<file path="config.mk">
export PLATFORM = sky130hd
export DESIGN_NAME = pattern_scheduler
export DESIGN_NICKNAME = d
export VERILOG_FILES = /design/src/rtl/juggle_pkg.sv /design/src/rtl/pattern_scheduler_beat_timer.sv /design/src/rtl/pattern_scheduler.sv
export SDC_FILE = /design/constraint.sdc
export NUM_CORES = 1
export LEC_CHECK = 0
export CORE_MARGIN = 2
export CORE_UTILIZATION = 38
export DETAILED_ROUTE_END_ITERATION = 8
export PLACE_DENSITY = 0.61
export SYNTH_ARGS = -nofsm -noshare
export SYNTH_HDL_FRONTEND = slang
export SYNTH_SLANG_ARGS = --single-unit
</file>
<file path="constraint.sdc">
create_clock -name clk_in -period 8.2 [get_ports clk_in]
set_clock_uncertainty 0.05 [all_clocks]
set_input_delay 2.05 -clock clk_in [delete_from_list [all_inputs] [get_ports clk_in]]
set_output_delay 2.05 -clock clk_in [all_outputs]
set_load 0.005 [all_outputs]
</file>
<file path="src/rtl/juggle_pkg.sv">
// Shared types and constants for the juggling pattern scheduler and its consumers.
package juggle_pkg;

    localparam int MAX_LEN   = 7;
    localparam int MAX_THROW = 7;
    localparam int NUM_SLOTS = 8;

    typedef logic [2:0] throw_t;
    typedef logic [2:0] ball_id_t;

    typedef enum logic {
        IDLE = 1'b0,
        RUN  = 1'b1
    } sched_state_t;

    // One entry of the landing table: which ball lands on that beat, if any.
    typedef struct packed {
        logic     occupied;
        ball_id_t ball;
    } slot_t;

endpackage

</file>
<file path="src/rtl/pattern_scheduler_beat_timer.sv">
// Free-running beat counter: counts 0..CYCLES_PER_BEAT-1 while enabled and
// emits a tick whenever the count is 0. Also used by the display animation.
module beat_timer #(
    parameter int CYCLES_PER_BEAT = 32_500_000
) (
    input  logic clk_i,
    input  logic rst_ni,
    input  logic clear_i,
    input  logic enable_i,
    output logic tick_o
);

    localparam int CW = (CYCLES_PER_BEAT > 1) ? $clog2(CYCLES_PER_BEAT) : 1;
    localparam logic [CW-1:0] LAST = CW'(CYCLES_PER_BEAT - 1);

    logic [CW-1:0] count_q, count_d;

    // Next count: clear wins, otherwise wrap at the last cycle of the beat.
    always_comb begin
        count_d = count_q;
        if (clear_i) begin
            count_d = '0;
        end else if (enable_i) begin
            count_d = (count_q == LAST) ? '0 : count_q + 1'b1;
        end
    end

    // Count register with synchronous active-low reset.
    always_ff @(posedge clk_i) begin
        // NOTE: reset is sampled only on the clock edge here, so it sits inside the edge-triggered branch.
        if (!rst_ni) begin
            count_q <= '0;
        end else begin
            count_q <= count_d;
        end
    end

    assign tick_o = enable_i && (count_q == '0);

endmodule

</file>
<file path="src/rtl/pattern_scheduler.sv">
// Steps through a validated siteswap one throw per beat, tracking individual
// balls through an 8-slot landing table indexed by beat number mod 8.
module pattern_scheduler
    import juggle_pkg::*;
#(
    parameter int CYCLES_PER_BEAT = 32_500_000
) (
    input  logic       clk_in,
    input  logic       rst_in,
    input  throw_t     pattern_in [MAX_LEN],
    input  logic [2:0] pattern_length,
    input  logic       pattern_valid_in,
    input  logic       start_in,
    input  logic       stop_in,
    output logic       running_out,
    output logic       beat_out,
    output throw_t     throw_out,
    output logic       hand_out,
    output ball_id_t   ball_out,
    output logic       ball_valid_out,
    output ball_id_t   ball_count_out,
    output logic       error_out
);

    sched_state_t state_q, state_d;
    throw_t       pattern_q [MAX_LEN];
    throw_t       pattern_d [MAX_LEN];
    logic [2:0]   len_q, len_d;
    logic [2:0]   idx_q, idx_d;
    logic [2:0]   beat_q, beat_d;
    ball_id_t     next_ball_q, next_ball_d;
    slot_t        slot_q [NUM_SLOTS];
    slot_t        slot_d [NUM_SLOTS];

    logic         beat_out_q, beat_out_d;
    throw_t       throw_q, throw_d;
    logic         hand_q, hand_d;
    ball_id_t     ball_q, ball_d;
    logic         ball_valid_q, ball_valid_d;
    logic         error_q, error_d;

    logic         tick;
    throw_t       cur_h;
    logic [2:0]   src, dst;
    ball_id_t     mover;

    // The counter is held at 0 outside RUN so the first RUN cycle is a beat.
    beat_timer #(
        .CYCLES_PER_BEAT(CYCLES_PER_BEAT)
    ) u_timer (
        .clk_i   (clk_in),
        .rst_ni  (rst_in),
        .clear_i ((state_q != RUN) || stop_in),
        .enable_i(state_q == RUN),
        .tick_o  (tick)
    );

    // Next-state logic: start handling in IDLE, stop and beat processing in RUN.
    always_comb begin
        state_d      = state_q;
        pattern_d    = pattern_q;
        len_d        = len_q;
        idx_d        = idx_q;
        beat_d       = beat_q;
        next_ball_d  = next_ball_q;
        slot_d       = slot_q;
        beat_out_d   = 1'b0;
        throw_d      = throw_q;
        hand_d       = hand_q;
        ball_d       = ball_q;
        ball_valid_d = ball_valid_q;
        error_d      = 1'b0;

        cur_h = pattern_q[idx_q];
        src   = beat_q;
        dst   = beat_q + cur_h;   // wraps mod 8 by width
        mover = slot_q[src].occupied ? slot_q[src].ball : next_ball_q;

        case (state_q)
            IDLE: begin
                if (start_in) begin
                    if (pattern_valid_in && (pattern_length != 3'd0)) begin
                        state_d     = RUN;
                        pattern_d   = pattern_in;
                        len_d       = pattern_length;
                        idx_d       = '0;
                        beat_d      = '0;
                        next_ball_d = '0;
                        for (int i = 0; i < NUM_SLOTS; i++) slot_d[i] = '0;
                    end else begin
                        error_d = 1'b1;
                    end
                end
            end

            RUN: begin
                if (stop_in) begin
                    // ball count deliberately survives a stop until the next start
                    state_d      = IDLE;
                    throw_d      = '0;
                    hand_d       = 1'b0;
                    ball_d       = '0;
                    ball_valid_d = 1'b0;
                    for (int i = 0; i < NUM_SLOTS; i++) slot_d[i] = '0;
                end else if (tick) begin
                    if ((cur_h != '0) && slot_q[dst].occupied) begin
                        // Landing collision: abandon the pattern as if reset.
                        state_d      = IDLE;
                        error_d      = 1'b1;
                        idx_d        = '0;
                        beat_d       = '0;
                        next_ball_d  = '0;
                        throw_d      = '0;
                        hand_d       = 1'b0;
                        ball_d       = '0;
                        ball_valid_d = 1'b0;
                        for (int i = 0; i < NUM_SLOTS; i++) slot_d[i] = '0;
                    end else begin
                        beat_out_d  = 1'b1;
                        throw_d     = cur_h;
                        hand_d      = beat_q[0];
                        beat_d      = beat_q + 3'd1;
                        idx_d       = (idx_q == len_q - 3'd1) ? '0 : idx_q + 3'd1;
                        slot_d[src] = '0;
                        if (cur_h == '0) begin
                            ball_d       = '0;
                            ball_valid_d = 1'b0;
                        end else begin
                            ball_d       = mover;
                            ball_valid_d = 1'b1;
                            slot_d[dst]  = '{occupied: 1'b1, ball: mover};
                            if (!slot_q[src].occupied && (next_ball_q != 3'd7)) begin
                                next_ball_d = next_ball_q + 3'd1;
                            end
                        end
                    end
                end
            end

            default: state_d = IDLE;
        endcase
    end

    // State, latched pattern, landing table and registered outputs.
    always_ff @(posedge clk_in) begin
        if (!rst_in) begin
            state_q      <= IDLE;
            len_q        <= '0;
            idx_q        <= '0;
            beat_q       <= '0;
            next_ball_q  <= '0;
            beat_out_q   <= 1'b0;
            throw_q      <= '0;
            hand_q       <= 1'b0;
            ball_q       <= '0;
            ball_valid_q <= 1'b0;
            error_q      <= 1'b0;
            for (int i = 0; i < MAX_LEN; i++) pattern_q[i] <= '0;
            // NOTE: the landing table must be reset; stale occupancy would fake collisions and ball ids.
            for (int i = 0; i < NUM_SLOTS; i++) slot_q[i] <= '0;
        end else begin
            // NOTE: non-blocking everywhere so every register samples the pre-edge values from the comb block.
            state_q      <= state_d;
            pattern_q    <= pattern_d;
            len_q        <= len_d;
            idx_q        <= idx_d;
            beat_q       <= beat_d;
            next_ball_q  <= next_ball_d;
            slot_q       <= slot_d;
            beat_out_q   <= beat_out_d;
            throw_q      <= throw_d;
            hand_q       <= hand_d;
            ball_q       <= ball_d;
            ball_valid_q <= ball_valid_d;
            error_q      <= error_d;
        end
    end

    assign running_out    = (state_q == RUN);
    assign beat_out       = beat_out_q;
    assign throw_out      = throw_q;
    assign hand_out       = hand_q;
    assign ball_out       = ball_q;
    assign ball_valid_out = ball_valid_q;
    assign ball_count_out = next_ball_q;
    assign error_out      = error_q;

endmodule

</file>
* Word level (Yosys, flattened, before mapping)
Index checks and enable logic that the tools add are counted.
Word-level totals: input port bits 29, memories kept 0, ROM bits 0, word-level logic and storage cells 150, memory bits (writable) 0, flip-flop bits (word level) 101, bits in latches 0, output and inout port bits 14
Cells by class: add/subtract/negate cells 6, reductions and logical operators 20, muxes and demuxes 66, order comparisons 5, bitwise gates (word level) 8, shifts and indexed selects 0, multipliers 0, divide/modulo/power cells 0, equality and inequality tests 10
Operators with widths (number):
- $mux 32 | 6
- $mux 3 | 24
- $pmux 32 s2 | 1
- $and 32x32->32 | 1
- $bwmux 32 | 1
- $not 32->32 | 1
- $add 25x1->25 const B | 1
- $eq 25x25->1 const B | 1
- $logic_not 25->1 | 1
- $mux 25 | 1
- $bmux 4 s3 | 2
- $demux 4 s3 | 2
- $mux 4 | 6
- $pmux 3 s2 | 3
- $mux 1 | 17
- $ge 4x4->1 const B | 3
- $not 3->4 | 3
- $add 3x1->3 const B | 3
- $bmux 3 s3 | 1
- $lt 4x1->1 const B | 2
- $logic_and 1x1->1 | 6
- $ne 3x3->1 const B | 2
- $reduce_and 3->1 | 2
- $reduce_and 6->1 | 1
- other kinds (18) | 24

* Depth between registers and ports, before layout
Gate-level depths: netlist of run 1.
depth after elaboration 16, mapped depth 16, depth with buffers taken out 12

* Cells and area by module
From an unflattened synthesis of run 1, not the netlist that was laid out.
Unflattened totals: cell total of the unflattened synthesis 595, area, all modules 5086.1 um2
By module, submodules not included:
- pattern_scheduler | cells an instance 443, instances 1, area each 3782.4 um2
- beat_timer | cells an instance 152, instances 1, area each 1303.8 um2

* Worst setup path after synthesis of run 1
OpenSTA, ideal clock, no wires.
path type register to register, start reg idx_q[2], end reg slot_q[12] (netlist bit), cell stages (with the launch flop) 16, setup slack 4.178 ns, required time 8.091 ns, setup time 0.059 ns, buffers on the path 3, data arrival time 3.913 ns, path through dfxtp_1 clkbuf_1 nor2_1 a22oi_1 and2_1 ha_1 inv_1 fa_1 buf_2 mux4_2 nand4_1 o211ai_4 or4b_4 buf_6 o31ai_4 a22o_1
Between the ends: longest elaborated chain between the ends 16
RTL lines:
- start, declared | line pattern_scheduler.sv:29 | logic [2:0] idx_q, idx_d;
- start signal, assigned | line pattern_scheduler.sv:166 | idx_q <= idx_d;
- $not 3->4 (not written as such) * | line pattern_scheduler.sv:74 | cur_h = pattern_q[idx_q];
- $bmux 3 s3 * | line pattern_scheduler.sv:74
- $mux 3 (not written as such) * (2 in series) | line pattern_scheduler.sv:74
- $add 3x3->3 | line pattern_scheduler.sv:76 | dst = beat_q + cur_h;
- $not 3->4 (not written as such) | line pattern_scheduler.sv:106, pattern_scheduler.sv:131
- $ge 4x4->1 (not written as such) or $lt 4x1->1 (tied branches) | line pattern_scheduler.sv:131 | slot_d[dst] = '{occupied: 1'b1, ball: mover};
- $logic_and 1x1->1 (not written as such) | line pattern_scheduler.sv:131
- $mux 4 (not written as such) | line pattern_scheduler.sv:131
- $demux 4 s3 | line pattern_scheduler.sv:131
- $bwmux 32 | line pattern_scheduler.sv:131
- $mux 32 | line pattern_scheduler.sv:125 | if (cur_h == '0) begin
- $mux 32 * | line pattern_scheduler.sv:106 | if ((cur_h != '0) && slot_q[dst].occupied) begin
- $mux 32 * | line pattern_scheduler.sv:105 | end else if (tick) begin
- $mux 32 * | line pattern_scheduler.sv:97 | if (stop_in) begin
- $pmux 32 s2 * | line pattern_scheduler.sv:79 | case (state_q)
- end signal, assigned | line pattern_scheduler.sv:169 | slot_q <= slot_d;
- end, declared | line pattern_scheduler.sv:32 | slot_t slot_q [NUM_SLOTS];
Every way passes the cells marked *; elsewhere a longest branch is shown, timed or not. The select of a mux whose other input is x is not followed. A chain may end at the register's enable or synchronous reset.

* Worst setup path after layout of run 1
start in pattern_length[0], end reg slot_q[4] (netlist bit)
Between the ends: longest elaborated chain between the ends 4
RTL lines:
- start, declared | line pattern_scheduler.sv:11 | input logic [2:0] pattern_length,
- $reduce_bool 3->1 | line pattern_scheduler.sv:82 | if (pattern_valid_in && (pattern_length != 3'd0)) begin
- $logic_and 1x1->1 | line pattern_scheduler.sv:82
- $ne 2x1->1 (no line)
- $reduce_and 3->1 (no line)
Every way passes these cells.

==> metrics.txt, run 1 <==
run status finished, final reports clean; die height 120 microns; antenna cells 0; CP cell instances clkdlybuf4s50_1 -> o31ai_1 -> nand2b_1 -> nand3_1 -> o31ai_1 -> a22o_1; post-cts hold buffer count 0; drt first-iter violations 218; die area 14300 sq um; Core Area 13100 sq um; Final Hold Vio Count 0; slowest stage delay, CP 1.01 ns; post-route minimum period 5.10 ns; layout cells sized above 1 7.48%; CP Buf/Inv Count 1; detailed placement HPWL 8.82 mm; Final ANT Viol Nets 0; synth top area cells dfxtp_1 40%, nand2_1 6.1%, a21boi_0 4.6%, a22o_1 4.5%, nor2_1 4.1%; synthesized area per cell 8.89 sq um; Reg clk slew, reported paths 0.07 ns; CP Data Arrival Time 5.35 ns; largest net degree at the start of global routing 27; MaxCap Viol Count 0; DR vias/cell 5.40; final net count 636; Yosys warning total 0; top cells by count, synth 101 x dfxtp_1, 83 x nand2_1, 55 x nor2_1, 31 x a21boi_0, 26 x a22o_1; Total Wirelength 12.4 mm; clock tree buffer depth 2; global-route usage over all layers 17.9%; initial antenna violation count 0; Vias 4200; Slew @ Worst Pin 1.07 ns; Peak VDD IR 86.1 uV; CTS tree done; CP Max Fanout 25; syn_nets 610; startpoint types primary input; # fillers 1291; M1 WL 5.78 mm; critical path's most frequent cell o31ai_1; fin cells 778; Worst EP required 8.45 ns; CP endpoint kind flip-flop; Synth top area share 39.8%; Netlist Area Pre-Place 5080 sq um; Finish-stage setup viols 0; CTS buffer count 9; post-CTS resize count 0; Pre-antenna DRT Iters 5; row cnt 42; DRC Markers 0; Syn-to-layout area delta 16.6%; most common cell in the netlist dfxtp_1; CP delay by family, top simple AND/OR/NAND/NOR gates; Worst Setup Path Type in2reg; Post-synth EDFFs 0; routability congestion estimate 0.935; Max Used Layer met4; Clk Latency, worst-skew pair 0.36 ns; Static Leak 1.93 nW; worst hold path type reg2reg; post-synthesis register bit count 101; IO Port Bufs 42; crit share post-route 62.2%; Final Util 45.1%; number of global-route vias before repair 4124; Seq/Total Area, Yosys 39.8%; setup TNS after final layout 0 ns; synth unique cells 62; clk sink count 101; clock root buffer clkbuf_16; total gr overflow 0; fmax 0.196 GHz; io pins 43; DR WL met2 5.88 mm; H-tree Lvls 3; starting density of the core 38.7%; first-pass GRT wire length 20.5 mm; Pins Over Slew Limit 0; Die Width 120 microns; Synth area leader dfxtp_1; asr flop ratio synth 0%; pwr dens 172 nW/um^2; Post-synth top flop dfxtp_1; Worst slew margin 28.4%; RSZ-0062 raised after global routing false; Mapped Cells 572; routed len/inst 15.9 microns; routed wl met3 500 microns; Crit-path slowest cell nand3_1; Setup Fix Bufs, Post-CTS 0; Placed Instances 763
final cells by class:
| class | count | area [sq um] | share of cell area (%) |
|---|---|---|---|
| inverter | 18 | 67.6 | 1.14 |
| timing repair buffer | 46 | 450 | 7.60 |
| tap | 176 | 220 | 3.72 |
| clock inverter | 5 | 61.3 | 1.03 |
| multi-input combinational | 422 | 2870 | 48.4 |
| sequential | 101 | 2020 | 34.1 |
| clock buffer | 10 | 239 | 4.03 |
stage by stage:
| stage | setup slack (ns) | power, W | hold slack, ns | instance area (sq um) |
|---|---|---|---|---|
| floorplan | 4.18 | 0.000563 | 0.377 | 5080 |
| global placement | 2.84 | 0.000592 | 0.398 | 5630 |
| detailed placement | 2.74 | 0.000594 | 0.394 | 5630 |
| CTS | 3.07 | 0.00103 | 0.416 | 5930 |
| global route | 2.75 | 0.00105 | 0.431 | 5930 |
| finish | 3.10 | 0.00102 | 0.415 | 5930 |
cells in the final DEF, fill, tap and decap left out, types with 4 or more instances in the layout:
cell type        Yosys  final
a21oi_1              4      4
clkdlybuf4s50_1      0     42
xnor2_1             17     17
clkbuf_16            0      9
xor2_1              12     12
nand2_1             83     83
inv_1               16     16
nor2_1              55     55
nand4_1             14     14
nor3_1               9      9
nor2b_1             10      9
nand2b_1             6      6
buf_4                0      4
mux2i_1             11     11
nand3_1             17     17
o31ai_4              6      6
o2bb2ai_1            8      8
o21ai_0             16     16
o31ai_1              4      4
mux2_2               5      5
ha_1                 8      8
and3_1               4      4
nor4_1               7      7
a22o_1              26     26
a21boi_0            31     31
o221ai_1             7      7
and2_1              14     14
a22oi_1              4      4
dfxtp_1            101    101
path summary, 6_finish.rpt:
path | slack (ns) | depth (start not counted) | startpoint | end
worst max register to register | 3.20 | 12 | idx_q[0]$_SDFFE_PN0P_ | slot_q[20]$_SDFFE_PN0P_
worst max-delay path | 3.10 | 6 | pattern_length[0] | slot_q[4]$_SDFFE_PN0P_
worst min-delay path | 0.42 | 1 | slot_q[13]$_SDFFE_PN0P_ | slot_q[13]$_SDFFE_PN0P_
worst min register to register | 0.42 | 1 | slot_q[13]$_SDFFE_PN0P_ | slot_q[13]$_SDFFE_PN0P_
worst reg2reg max path: stages, from the launching register on:
cell and delay, ns:
dfxtp_1 0.77, mux2i_1 0.20, a22oi_1 0.32, and2_1 0.23
ha_1 0.15, inv_1 0.05, fa_1 0.74, mux4_2 0.61
nand4_1 0.19, o211ai_4 0.15, or4b_4 0.74, nor2_2 0.53
a22o_1 0.22
power breakdown:
group	internal (W)	total, W	leakage, nW	switching, W
clock network	0.000244	0.000435	0.148	0.000191
registers	0.000497	0.000502	0.816	0.00000511
logic	0.0000360	0.0000804	0.965	0.0000444
state kept, by name, indices dropped and copies added, names as in the netlist:
register	cells
pattern_q	21
ball_valid_out	1
ball_out	3
throw_out	3
beat_q	3
hand_out	1
u_timer.count_q	25
len_q	3
running_out	1
beat_out	1
idx_q	3
slot_q	32
error_out	1
ball_count_out	3
cells by family (layout without fill, tap and decap cells):
family	Yosys count	after routing	synth area share (%)
AOI/OAI and AO/OA	130	130	21.9
and+or+nand+nor	235	235	22.2
muxes	19	19	4.60
DFF	101	101	39.8
xor gates and xnor gates	29	29	5.00
buffers and inverters	49	79	4.13
adders and majority gates	9	9	2.36
per-layer routing:
metal | GRT usage (%) | vias to the layer above
met2 | 29.5 | 97
met1 | 23.5 | 1998
met4 | 6.32 | 0
li1 | - | 2090
met5 | 0 | -
met3 | 3.33 | 15
Note: power is estimated with default switching activity, not from simulation.
==> run 2: changes to the inputs <==
Clock period 8.2 ns to 5.3 ns, I/O delays scaled along.
==> run 2 against run 1 <==
Wire length grew 1.2%; total power grew 50%; hold slack lost 0.0020 ns; clock power rose by 43%; register-to-register slack worse by 2.7 ns; critical endpoint is now slot_q[13]$_SDFFE_PN0P_; die area did not move.
==> metrics.txt, run 2 (synthesis gave the netlist of run 1 again) <==
# fillers 1342 (+4.0%); Finish-stage setup viols 0 (unchanged); Final ANT Viol Nets 0 (unchanged); post-route minimum period 4.77 ns; start point of the worst hold path pattern_q[1]$_SDFFE_PN0P_; Reg clk slew, reported paths 0.07 ns (about the same); layout cells sized above 1 7.46% (-0.012 points); register area 2020 sq um (unchanged); MaxCap Viol Count 0 (unchanged); row cnt 42 (unchanged); io pins 43 (unchanged); initial antenna violation count 0 (unchanged); setup TNS after final layout 0 ns (unchanged); CTS tree done; max reg flops 32 (unchanged); routing usage on met2 29.3% (-0.18 points); routed len/inst 16.1 microns (+1.1%); fmax 0.210 GHz; routability congestion estimate 0.897 (-4.1%); Slew @ Worst Pin 1.02 ns (-0.0512 ns); met3 Usage GRT 2.52% (-0.81 points); setup slack, reg-to-reg 0.53 ns (-2.67 ns); die height 120 microns (unchanged); CP Data Arrival Time 4.99 ns (-0.36 ns); WHS Endpoint pattern_q[1]$_SDFFE_PN0P_; R2R cell count 12 (unchanged); most common cell after layout, fill and taps aside dfxtp_1; drt first-iter violations 201 (-7.8%); detailed placement HPWL 8.90 mm (+0.93%); CP Max Fanout 17 (-32%); final net count 636 (unchanged); clk sink count 101 (unchanged); most frequent cells in the layout 101 x dfxtp_1, 83 x nand2_1, 55 x nor2_1; crit share post-route 90.0%; Core Area 13100 sq um (unchanged); startpoint types flip-flop; Setup Fix Bufs, Post-CTS 0 (unchanged); Reg with most FFs slot_q; Worst EP required 5.53 ns (-2.92 ns); CTS buffer count 9 (unchanged); clock root buffer clkbuf_16; DRC Markers 0 (unchanged); cell area after layout 5910 sq um (-0.34%); die area 14300 sq um (unchanged); first-pass GRT wire length 21.0 mm (+2.4%); Top Usage Layer GRT met2; Peak VDD IR 125 uV (+45%); worst hold margin 0.413 ns (-0.00196 ns); pwr dens 258 nW/um^2 (+50%); post-CTS resize count 0 (unchanged); post-cts hold buffer count 0 (unchanged); RSZ-0062 raised after global routing false; Pre-antenna DRT Iters 4 (-1); Multi-input gate area 2870 sq um (unchanged); Total Wirelength 12.5 mm (+1.2%); global-route usage over all layers 18.4% (+0.49 points); Area after DPL 5620 sq um (-0.13%); clock tree buffer depth 2 (unchanged); run status finished, final reports clean; starting density of the core 38.7% (unchanged); DR vias/cell 5.46 (+1.1%); Worst slew margin 31.8% (+3.4 points); IO Port Bufs 42 (unchanged); Die Width 120 microns (unchanged); Top Registers slot_q (32), u_timer.count_q (25), pattern_q (21); Final Hold Vio Count 0 (unchanged); Pins Over Slew Limit 0 (unchanged); Clk Latency, worst-skew pair 0.35 ns (about the same); Worst Setup Path Type reg2reg; met1 Resource Use GR 24.3% (+0.76 points); total gr overflow 0 (unchanged); Static Leak 1.92 nW (-0.76%); worst hold path type reg2reg; CP endpoint kind flip-flop; largest net degree at the start of global routing 48 (+78%); Syn-to-layout area delta 16.2%; Vias 4252 (+1.2%); antenna cells 0 (unchanged); number of global-route vias before repair 4154 (+0.73%); reg-to-reg startpoint idx_q[0]$_SDFFE_PN0P_; H-tree Lvls 3 (unchanged); worst hold stages 2 (+1); total power 0.00152 W (+50%); R2R Path End slot_q[13]$_SDFFE_PN0P_
-- run 2: changes by cell type in the layout (fill, tap and decap cells not counted), sizes merged --
cell and delta:
bufinv -1, clkinvlp +2, clkinv -2, clkbuf +1, inv +1
-- run 2: worst max-delay path, stage by stage, from the launching register on --
cell and delay [ns]:
dfxtp_1 0.73, mux2i_1 0.17, a22oi_1 0.34, and2_1 0.22, ha_1 0.15, inv_1 0.05
fa_1 0.69, mux4_2 0.58, nand4_1 0.18, o211ai_4 0.14, or4b_4 0.73, nand2b_1 0.40
o2bb2ai_1 0.25
-- run 2: where the power goes --
part / internal, W / leakage (nW) / switching, W
logic: 0.0000557 / 0.967 / 0.0000690
clock network: 0.000331 / 0.132 / 0.000291
registers: 0.000769 / 0.816 / 0.00000838
total: 0.00116 / 1.92 / 0.000369
-- run 2: cell type report --
cell class                 instances  area share [%]
multi-input combinational        422            48.5
sequential                       101            34.2
timing repair buffer              46            7.69
clock buffer                      11            4.11
tap                              176            3.73
inverter                          18            1.14
clock inverter                     5           0.572
-- run 2: worst max-delay path by stage --
stage | end | depth (start not counted) | slack (ns) | startpoint
2_1_floorplan | slot_q[12]$_SDFFE_PN0P_ | 15 | 1.28 | idx_q[2]$_SDFFE_PN0P_
3_3_place_gp | slot_q[4]$_SDFFE_PN0P_ | 12 | 0.79 | idx_q[0]$_SDFFE_PN0P_
3_5_place_dp | slot_q[0]$_SDFFE_PN0P_ | 12 | 0.57 | idx_q[0]$_SDFFE_PN0P_
4_1_cts | slot_q[13]$_SDFFE_PN0P_ | 12 | 0.54 | idx_q[0]$_SDFFE_PN0P_
5_1_grt | slot_q[4]$_SDFFE_PN0P_ | 12 | 0.27 | idx_q[0]$_SDFFE_PN0P_
6_report | slot_q[13]$_SDFFE_PN0P_ | 12 | 0.53 | idx_q[0]$_SDFFE_PN0P_
-- run 2: metrics by stage --
stage	utilization (%)	setup slack, ns	cells
CTS	44.9	0.535	778
global route	45.0	0.273	779
detailed placement	42.8	0.572	762
global placement	42.8	0.788	762
finish	45.0	0.532	779
floorplan	-	1.28	572
-- run 2: routing by layer --
| layer | routed length [microns] | share of wire [%] |
|---|---|---|
| met4 | 347 | 2.8 |
| met2 | 5960 | 48 |
| met3 | 471 | 3.8 |
| met1 | 5740 | 46 |
| met5 | 0 | 0 |
